[src/rtl/zipdbg_bridge.sv]
// zipdbg_bridge: turns host debug commands into Zip CPU debug-port control/data
// wishbone sequences. Optional ack timeout enabled by defining ZIPDBG_TIMEOUT_EN.
module zipdbg_bridge #(
    parameter int TIMEOUT_LG     = 10,
    parameter bit HALT_ON_ACCESS = 1'b1
) (
    input  logic        i_clk,
    input  logic        i_rst,
    input  logic        i_cmd_stb,
    input  logic [1:0]  i_cmd_op,
    input  logic [4:0]  i_cmd_reg,
    input  logic [31:0] i_cmd_data,
    output logic        o_cmd_busy,
    output logic        o_rsp_stb,
    output logic [31:0] o_rsp_data,
    output logic        o_rsp_err,
    output logic        o_dbg_cyc,
    output logic        o_dbg_stb,
    output logic        o_dbg_we,
    output logic        o_dbg_addr,
    output logic [31:0] o_dbg_data,
    input  logic        i_dbg_ack,
    input  logic        i_dbg_stall,
    input  logic [31:0] i_dbg_data
);
    typedef enum logic [2:0] {IDLE, CTL_REQ, CTL_WAIT, DAT_REQ, DAT_WAIT, RESP} state_t;

    state_t      state_q, state_n;
    logic [1:0]  op_q, op_n;
    logic [31:0] wdata_q, wdata_n;
    logic        busy_n, rsp_stb_n, cyc_n, stb_n, we_n, addr_n;
    logic [31:0] rsp_data_n, dbg_data_n;
    logic        in_req, phase_done, timed_out;

    if (TIMEOUT_LG < 2) begin : g_bad_timeout_lg
        $error("TIMEOUT_LG must be at least 2");
    end

    assign in_req     = (state_q == CTL_REQ) || (state_q == DAT_REQ);
    // An ack while the request is still stalled does not complete the phase.
    assign phase_done = i_dbg_ack && !(in_req && i_dbg_stall);

`ifdef ZIPDBG_TIMEOUT_EN
    localparam logic [TIMEOUT_LG-1:0] TMR_LAST = {{(TIMEOUT_LG-1){1'b1}}, 1'b0};

    logic [TIMEOUT_LG-1:0] timer_q;
    logic                  in_bus;

    assign in_bus    = (state_q != IDLE) && (state_q != RESP);
    // Fires on the edge at which the counter would reach all-ones.
    assign timed_out = in_bus && (timer_q == TMR_LAST);

    always_ff @(posedge i_clk) begin
        if (i_rst)
            timer_q <= '0;
        else if ((state_n == CTL_REQ || state_n == DAT_REQ) && state_n != state_q)
            timer_q <= '0;
        else if (in_bus)
            timer_q <= timer_q + 1'b1;
    end

    always_ff @(posedge i_clk) begin
        if (i_rst)
            o_rsp_err <= 1'b0;
        else if (rsp_stb_n)
            o_rsp_err <= timed_out && !phase_done;
    end
`else
    assign timed_out = 1'b0;
    assign o_rsp_err = 1'b0;
`endif

    always_comb begin
        // NOTE: every next-value starts at its held value so no path infers a latch.
        state_n    = state_q;
        op_n       = op_q;
        wdata_n    = wdata_q;
        busy_n     = o_cmd_busy;
        rsp_stb_n  = 1'b0;
        rsp_data_n = o_rsp_data;
        cyc_n      = o_dbg_cyc;
        stb_n      = o_dbg_stb;
        we_n       = o_dbg_we;
        addr_n     = o_dbg_addr;
        dbg_data_n = o_dbg_data;

        case (state_q)
            IDLE: if (i_cmd_stb) begin
                op_n    = i_cmd_op;
                wdata_n = i_cmd_data;
                busy_n  = 1'b1;
                cyc_n   = 1'b1;
                stb_n   = 1'b1;
                addr_n  = 1'b0;
                if (!i_cmd_op[1]) begin
                    state_n    = CTL_REQ;
                    we_n       = 1'b1;
                    dbg_data_n = {21'h0, HALT_ON_ACCESS, 5'h0, i_cmd_reg};
                end else begin
                    state_n    = DAT_REQ;
                    we_n       = i_cmd_op[0];
                    dbg_data_n = i_cmd_data;
                end
            end
            CTL_REQ, CTL_WAIT, DAT_REQ, DAT_WAIT: begin
                if (phase_done) begin
                    if (state_q == CTL_REQ || state_q == CTL_WAIT) begin
                        state_n    = DAT_REQ;
                        stb_n      = 1'b1;
                        addr_n     = 1'b1;
                        we_n       = op_q[0];
                        dbg_data_n = wdata_q;
                    end else begin
                        state_n    = RESP;
                        cyc_n      = 1'b0;
                        stb_n      = 1'b0;
                        rsp_stb_n  = 1'b1;
                        rsp_data_n = o_dbg_we ? 32'h0 : i_dbg_data;
                    end
                end else if (timed_out) begin
                    state_n    = RESP;
                    cyc_n      = 1'b0;
                    stb_n      = 1'b0;
                    rsp_stb_n  = 1'b1;
                    rsp_data_n = 32'h0;
                end else if (in_req && !i_dbg_stall) begin
                    stb_n   = 1'b0;
                    state_n = (state_q == CTL_REQ) ? CTL_WAIT : DAT_WAIT;
                end
            end
            RESP: begin
                state_n = IDLE;
                busy_n  = 1'b0;
            end
            default: state_n = IDLE;
        endcase
    end

    always_ff @(posedge i_clk) begin
        if (i_rst) begin
            state_q    <= IDLE;
            op_q       <= 2'b00;
            wdata_q    <= 32'h0;
            o_cmd_busy <= 1'b0;
            o_rsp_stb  <= 1'b0;
            o_rsp_data <= 32'h0;
            o_dbg_cyc  <= 1'b0;
            o_dbg_stb  <= 1'b0;
            o_dbg_we   <= 1'b0;
            o_dbg_addr <= 1'b0;
            o_dbg_data <= 32'h0;
        end else begin
            state_q    <= state_n;
            op_q       <= op_n;
            wdata_q    <= wdata_n;
            o_cmd_busy <= busy_n;
            o_rsp_stb  <= rsp_stb_n;
            o_rsp_data <= rsp_data_n;
            o_dbg_cyc  <= cyc_n;
            o_dbg_stb  <= stb_n;
            o_dbg_we   <= we_n;
            o_dbg_addr <= addr_n;
            o_dbg_data <= dbg_data_n;
        end
    end
endmodule
[config.mk]
export PLATFORM = sky130hd
export DESIGN_NAME = zipdbg_bridge
export DESIGN_NICKNAME = d
export VERILOG_FILES = /design/src/rtl/zipdbg_bridge.sv
export SDC_FILE = /design/constraint.sdc
export NUM_CORES = 1
export LEC_CHECK = 0
export ABC_AREA = 1
export ABC_CLOCK_PERIOD_IN_PS = 3200
export CAP_MARGIN = 40
export CORE_AREA = 10 10 139 116
export CTS_BUF_LIST = sky130_fd_sc_hd__clkbuf_8
export DETAILED_ROUTE_END_ITERATION = 16
export DIE_AREA = 0 0 149 126
export GPL_ROUTABILITY_DRIVEN = 0
export GPL_TIMING_DRIVEN = 0
export PLACE_DENSITY = 0.62
export SYNTH_ARGS = -nofsm -noshare
export SYNTH_HDL_FRONTEND = slang
export SYNTH_SLANG_ARGS = --single-unit
[constraint.sdc]
create_clock -name i_clk -period 3.2 [get_ports i_clk]
set_input_delay 0.32 -clock i_clk [delete_from_list [all_inputs] [get_ports i_clk]]
set_output_delay 0.32 -clock i_clk [all_outputs]
set_load 0.02 [all_outputs]
== Yosys cells after proc, flatten, opt, wreduce, memory -nomap -nowiden ==
Cells that the tools add are included.
Cells by class
  equality and inequality tests: 10
  muxes and demuxes: 32
  bitwise operators: 3
  reduce and logical (&&, ||, !) cells: 19
Operators by type and width (count)
  $mux W32: 5
  $pmux W32 S2: 1
  $mux W3: 5
  $mux W1: 14
  $pmux W1 S2: 5
  $ne A2 B2 Y1 const B: 4
  $reduce_and A4 Y1: 2
  $eq A3 B2 Y1 const B: 2
  $eq A3 B3 Y1 const B: 2
  $pmux W3 S2: 1
  $reduce_and A2 Y1: 3
  $reduce_and A3 Y1: 2
  $reduce_bool A2 Y1: 2
  $reduce_or A4 Y1: 1
  $eq A3 B1 Y1 const B: 1
  $logic_and A1 B1 Y1: 3
  $logic_not A3 Y1: 1
  $ne A3 B3 Y1 const B: 1
  $not A1 Y1: 3
  $reduce_or A3 Y1: 1
  $logic_not A1 Y1: 2
  $logic_or A1 B1 Y1: 2
  $mux W2: 1
Storage, ports and cells
  register bits: 106
  input bits: 76

== Longest topological paths before layout ==
  depth in word-level cells: 7
  mapped depth: 9
  mapped depth without buffers: 9

== Worst setup path before layout ==
Ideal clock, no wire load.
  kind: reg2reg
  from: register state_q[2]
  to: register o_dbg_data[10]
  setup time: 113 ps
  data arrival time: 1276 ps
  required time: 3087 ps
  slack: 1811 ps
  cell stages (with the launch flop): 10
  buffers on the path: 2
  period minus slack after synthesis: 1389 ps
  cell sequence: dfxtp_1 inv_2 nand3_1 nand3b_1 nand2_1 nand3_2 buf_6 buf_6 nor2_1 nor2_1
On the way
  word-level cells in the longest chain between the ends: 7
  elaborated cells on any way between the ends: 17
Ends and longest elaborated chain
  start: declaration: line 28  | state_t state_q, state_n;
  start signal: assignment: line 153  | state_q <= state_n;
  $eq A3 B1 Y1 or $eq A3 B2 Y1 (tied branches): line 39, 87, 107
  $logic_or A1 B1 Y1: line 39  | assign in_req = (state_q == CTL_REQ) || (state_q == DAT_REQ);
  $logic_and A1 B1 Y1: line 41  | assign phase_done = i_dbg_ack && !(in_req && i_dbg_stall);
  $logic_not A1 Y1: line 41
  $logic_and A1 B1 Y1: line 41
  $ne A2 B2 Y1 (no line)
  $reduce_and A4 Y1 (no line)
  end signal: assignment: line 163  | o_dbg_data <= dbg_data_n;
  end: declaration: line 21  | output logic [31:0] o_dbg_data,
Parallel ways exist; a longest one is shown, timed or not.
A chain may end at the register's enable or synchronous reset.

==> results.json <==
{
  "synth_simple_gate_area_share": 0.256,
  "cp.arrival_ns": 2.20,
  "path_max_fanout": 10,
  "setup_slack_ns": 1.31,
  "ys_seq_elements": 106,
  "fin_crit_ns": 1.89,
  "vdd_drop_max_uv": 466,
  "grt_max_degree": 15,
  "power.leakage_nw": 2.67,
  "rsz0062_at_grt": "no",
  "power.switching_mw": 2.62,
  "nets": 899,
  "core-area_mm2": 0.0133,
  "place_ws_ns": 0.935,
  "ys_warn_count": 0,
  "cp-start-kind": "input pin",
  "cp-end-kind": "flop",
  "fin_util": 0.479,
  "vias_per_cell": 4.64,
  "vias": 4666,
  "ios": 147,
  "timing.fmax_mhz": 530,
  "drive_above_1_share": 0.0339,
  "yosys.area_share.adder": 0,
  "report.final.hold_viol_count": 0,
  "syn_inst": 668,
  "die_h_um": 126,
  "antenna_found_initial": 0,
  "layout_common_cells": "nand2_1 (176), clkdlybuf4s50_1 (144), dfxtp_1 (106), o21ai_0 (90), inv_1 (79)",
  "die-area_mm2": 0.0188,
  "layout_commonest_cell": "nand2_1",
  "grt_usage": 0.154,
  "required_ns": 3.51,
  "p_per_area_mw_per_mm2": 921,
  "skew_ns": 0.0118,
  "p_total_mw": 5.87,
  "synth_compound_area_frac": 0.155,
  "cts_tree": "done",
  "critPathKind": "in -> reg",
  "slew_violations": 0,
  "syn_avg_cell_area_um2": 6.82,
  "io_buffers": 144,
  "hold_class": "reg -> reg",
  "grt_overflow_total": 0,
  "initial_core_util": 0.342,
  "synth_seq_area_share": 0.466,
  "final-setup-viol-count": 0,
  "clkTransAtPathRegs_ns": 0.10,
  "p_int_mw": 3.25,
  "hold_start": "wdata_q[15]$_SDFFE_PP0P_",
  "fillers": 1353,
  "seqPwrFrac": 0.337,
  "drc": 0,
  "cts.sinks": 106,
  "dpl.hpwl_um": 11500,
  "combPwrFrac": 0.541,
  "diodes": 0,
  "syn2layout_area_growth_pct": 39.9,
  "p_sw_frac": 0.447,
  "wire_per_inst_um": 14.9,
  "insertion_delay_ns": 0.37,
  "firstDrtPassIters": 4,
  "synth_cell_type_count": 23,
  "drt-total-wl_um": 15000,
  "detail_route.iter0.violations": 379,
  "cts-resized-gates": 0,
  "placed_cell_area_mm2": 0.00622,
  "synth_xor_area_frac": 0,
  "synth_nets": 744,
  "fin_area_mm2": 0.00637,
  "muxShareOfSynthArea": 0.0110,
  "synth_area_mm2": 0.00456,
  "slew_headroom": 0.519,
  "die_w_um": 149,
  "seqCellArea_mm2": 0.00212,
  "post_cts_buffers": 0,
  "tightest_slew_ns": 0.721,
  "grt_pass1_vias": 4463,
  "grt_pass1_wl_um": 23400,
  "cts_inserted_buffers": 9,
  "setup_tns_ns": 0,
  "hold_buffers": 0,
  "crit_start": "i_rst",
  "rows": 38,
  "clockBufferDepth": 2,
  "multi_input_area_mm2": 0.00193,
  "cts_root_buf": "clkbuf_8",
  "h-tree-depth": 3,
  "status": "finished clean",
  "clkPwrFrac": 0.123,
  "period_share": 0.590,
  "synth_top_family_by_area": "simple AND/OR/NAND/NOR gates",
  "rr_startpoint": "state_q[0]$_SDFFE_PP0P_",
  "ant_nets": 0,
  "drv_cap": 0
}
final timing paths:
path | cells after the start | end | slack, ns
setup reg to reg | 7 | o_dbg_data[18]$_SDFFE_PP0P_ | 1.39
hold reg to reg | 2 | wdata_q[15]$_SDFFE_PP0P_ | 0.45
hold / removal | 2 | wdata_q[15]$_SDFFE_PP0P_ | 0.45
setup / recovery | 6 | wdata_q[30]$_SDFFE_PP0P_ | 1.31
cell families (layout without fill, tap and decap cells):
kind of cell,Yosys count,after routing
other,1,1
AND/OR/NAND/NOR,293,293
buffers and inverters,123,281
multiplexers,5,5
flip-flops,106,106
AO/OA/AOI/OAI,140,140
cells in the mapped netlist:
cell | n | area (um^2)
o21ai_1 | 9 | 45.0
nand3_2 | 1 | 10.0
nand4_1 | 1 | 6.26
nor2_1 | 73 | 274
or2_1 | 1 | 6.26
buf_4 | 4 | 30.0
inv_1 | 75 | 282
mux2i_1 | 5 | 50.1
buf_1 | 2 | 7.51
nand2_1 | 176 | 661
inv_2 | 2 | 7.51
a21oi_1 | 39 | 195
conb_1 | 1 | 3.75
nand3_1 | 39 | 195
dfxtp_1 | 106 | 2120
clkbuf_1 | 30 | 113
o21a_1 | 1 | 7.51
nor2_2 | 1 | 6.26
nand3b_1 | 1 | 7.51
o31ai_1 | 1 | 7.51
buf_2 | 7 | 35.0
buf_6 | 3 | 33.8
o21ai_0 | 90 | 450
cell type report:
cell class / instances / share of cell area
Timing Repair Buffer: 144 / 0.226
Tap cell: 180 / 0.0353
Clock buffer: 10 / 0.0216
Multi-Input combinational cell: 439 / 0.302
Clock inverter: 4 / 0.00236
Buffer: 46 / 0.0343
Inverter: 77 / 0.0453
Sequential cell: 106 / 0.333
sequential cells by signal, indices dropped and copies added (netlist names):
signal      cells
o_dbg_cyc       1
o_cmd_busy      1
o_dbg_stb       1
o_rsp_stb       1
o_dbg_we        1
o_dbg_data     32
op_q            1
state_q         3
o_dbg_addr      1
wdata_q        32
o_rsp_data     32
per-layer routing:
metal	up-vias	wire (um)	share of wire	GRT usage
met5	-	0	0	0
met3	17	978	0.065	0.0412
met2	137	7110	0.48	0.253
met4	0	220	0.015	0.0450
li1	2399	-	-	-
met1	2113	6650	0.44	0.194
worst max-delay path, stage by stage:
cell	delay (ns)
clkdlybuf4s50_1	0.49
inv_1	0.14
clkbuf_1	0.49
buf_1	0.45
o21ai_0	0.17
a21oi_1	0.14
through the flow:
stage	std cells	hold WS [ns]
final	1006	0.449
after global routing	1006	0.470
after detailed placement	992	0.438
after floorplan	668	0.389
after global placement	992	0.432
after CTS	1006	0.453
power by group through the flow:
stage / Clock [mW] / Sequential, mW / Combinational (mW)
finish: 0.720 / 1.98 / 3.18
floorplan: 0 / 2.31 / 1.63
CTS: 0.741 / 1.98 / 3.20
global placement: 0 / 1.99 / 3.14
detailed placement: 0 / 2.00 / 3.19
global route: 0.789 / 2.03 / 3.55
(Power assumes the default switching activity.)
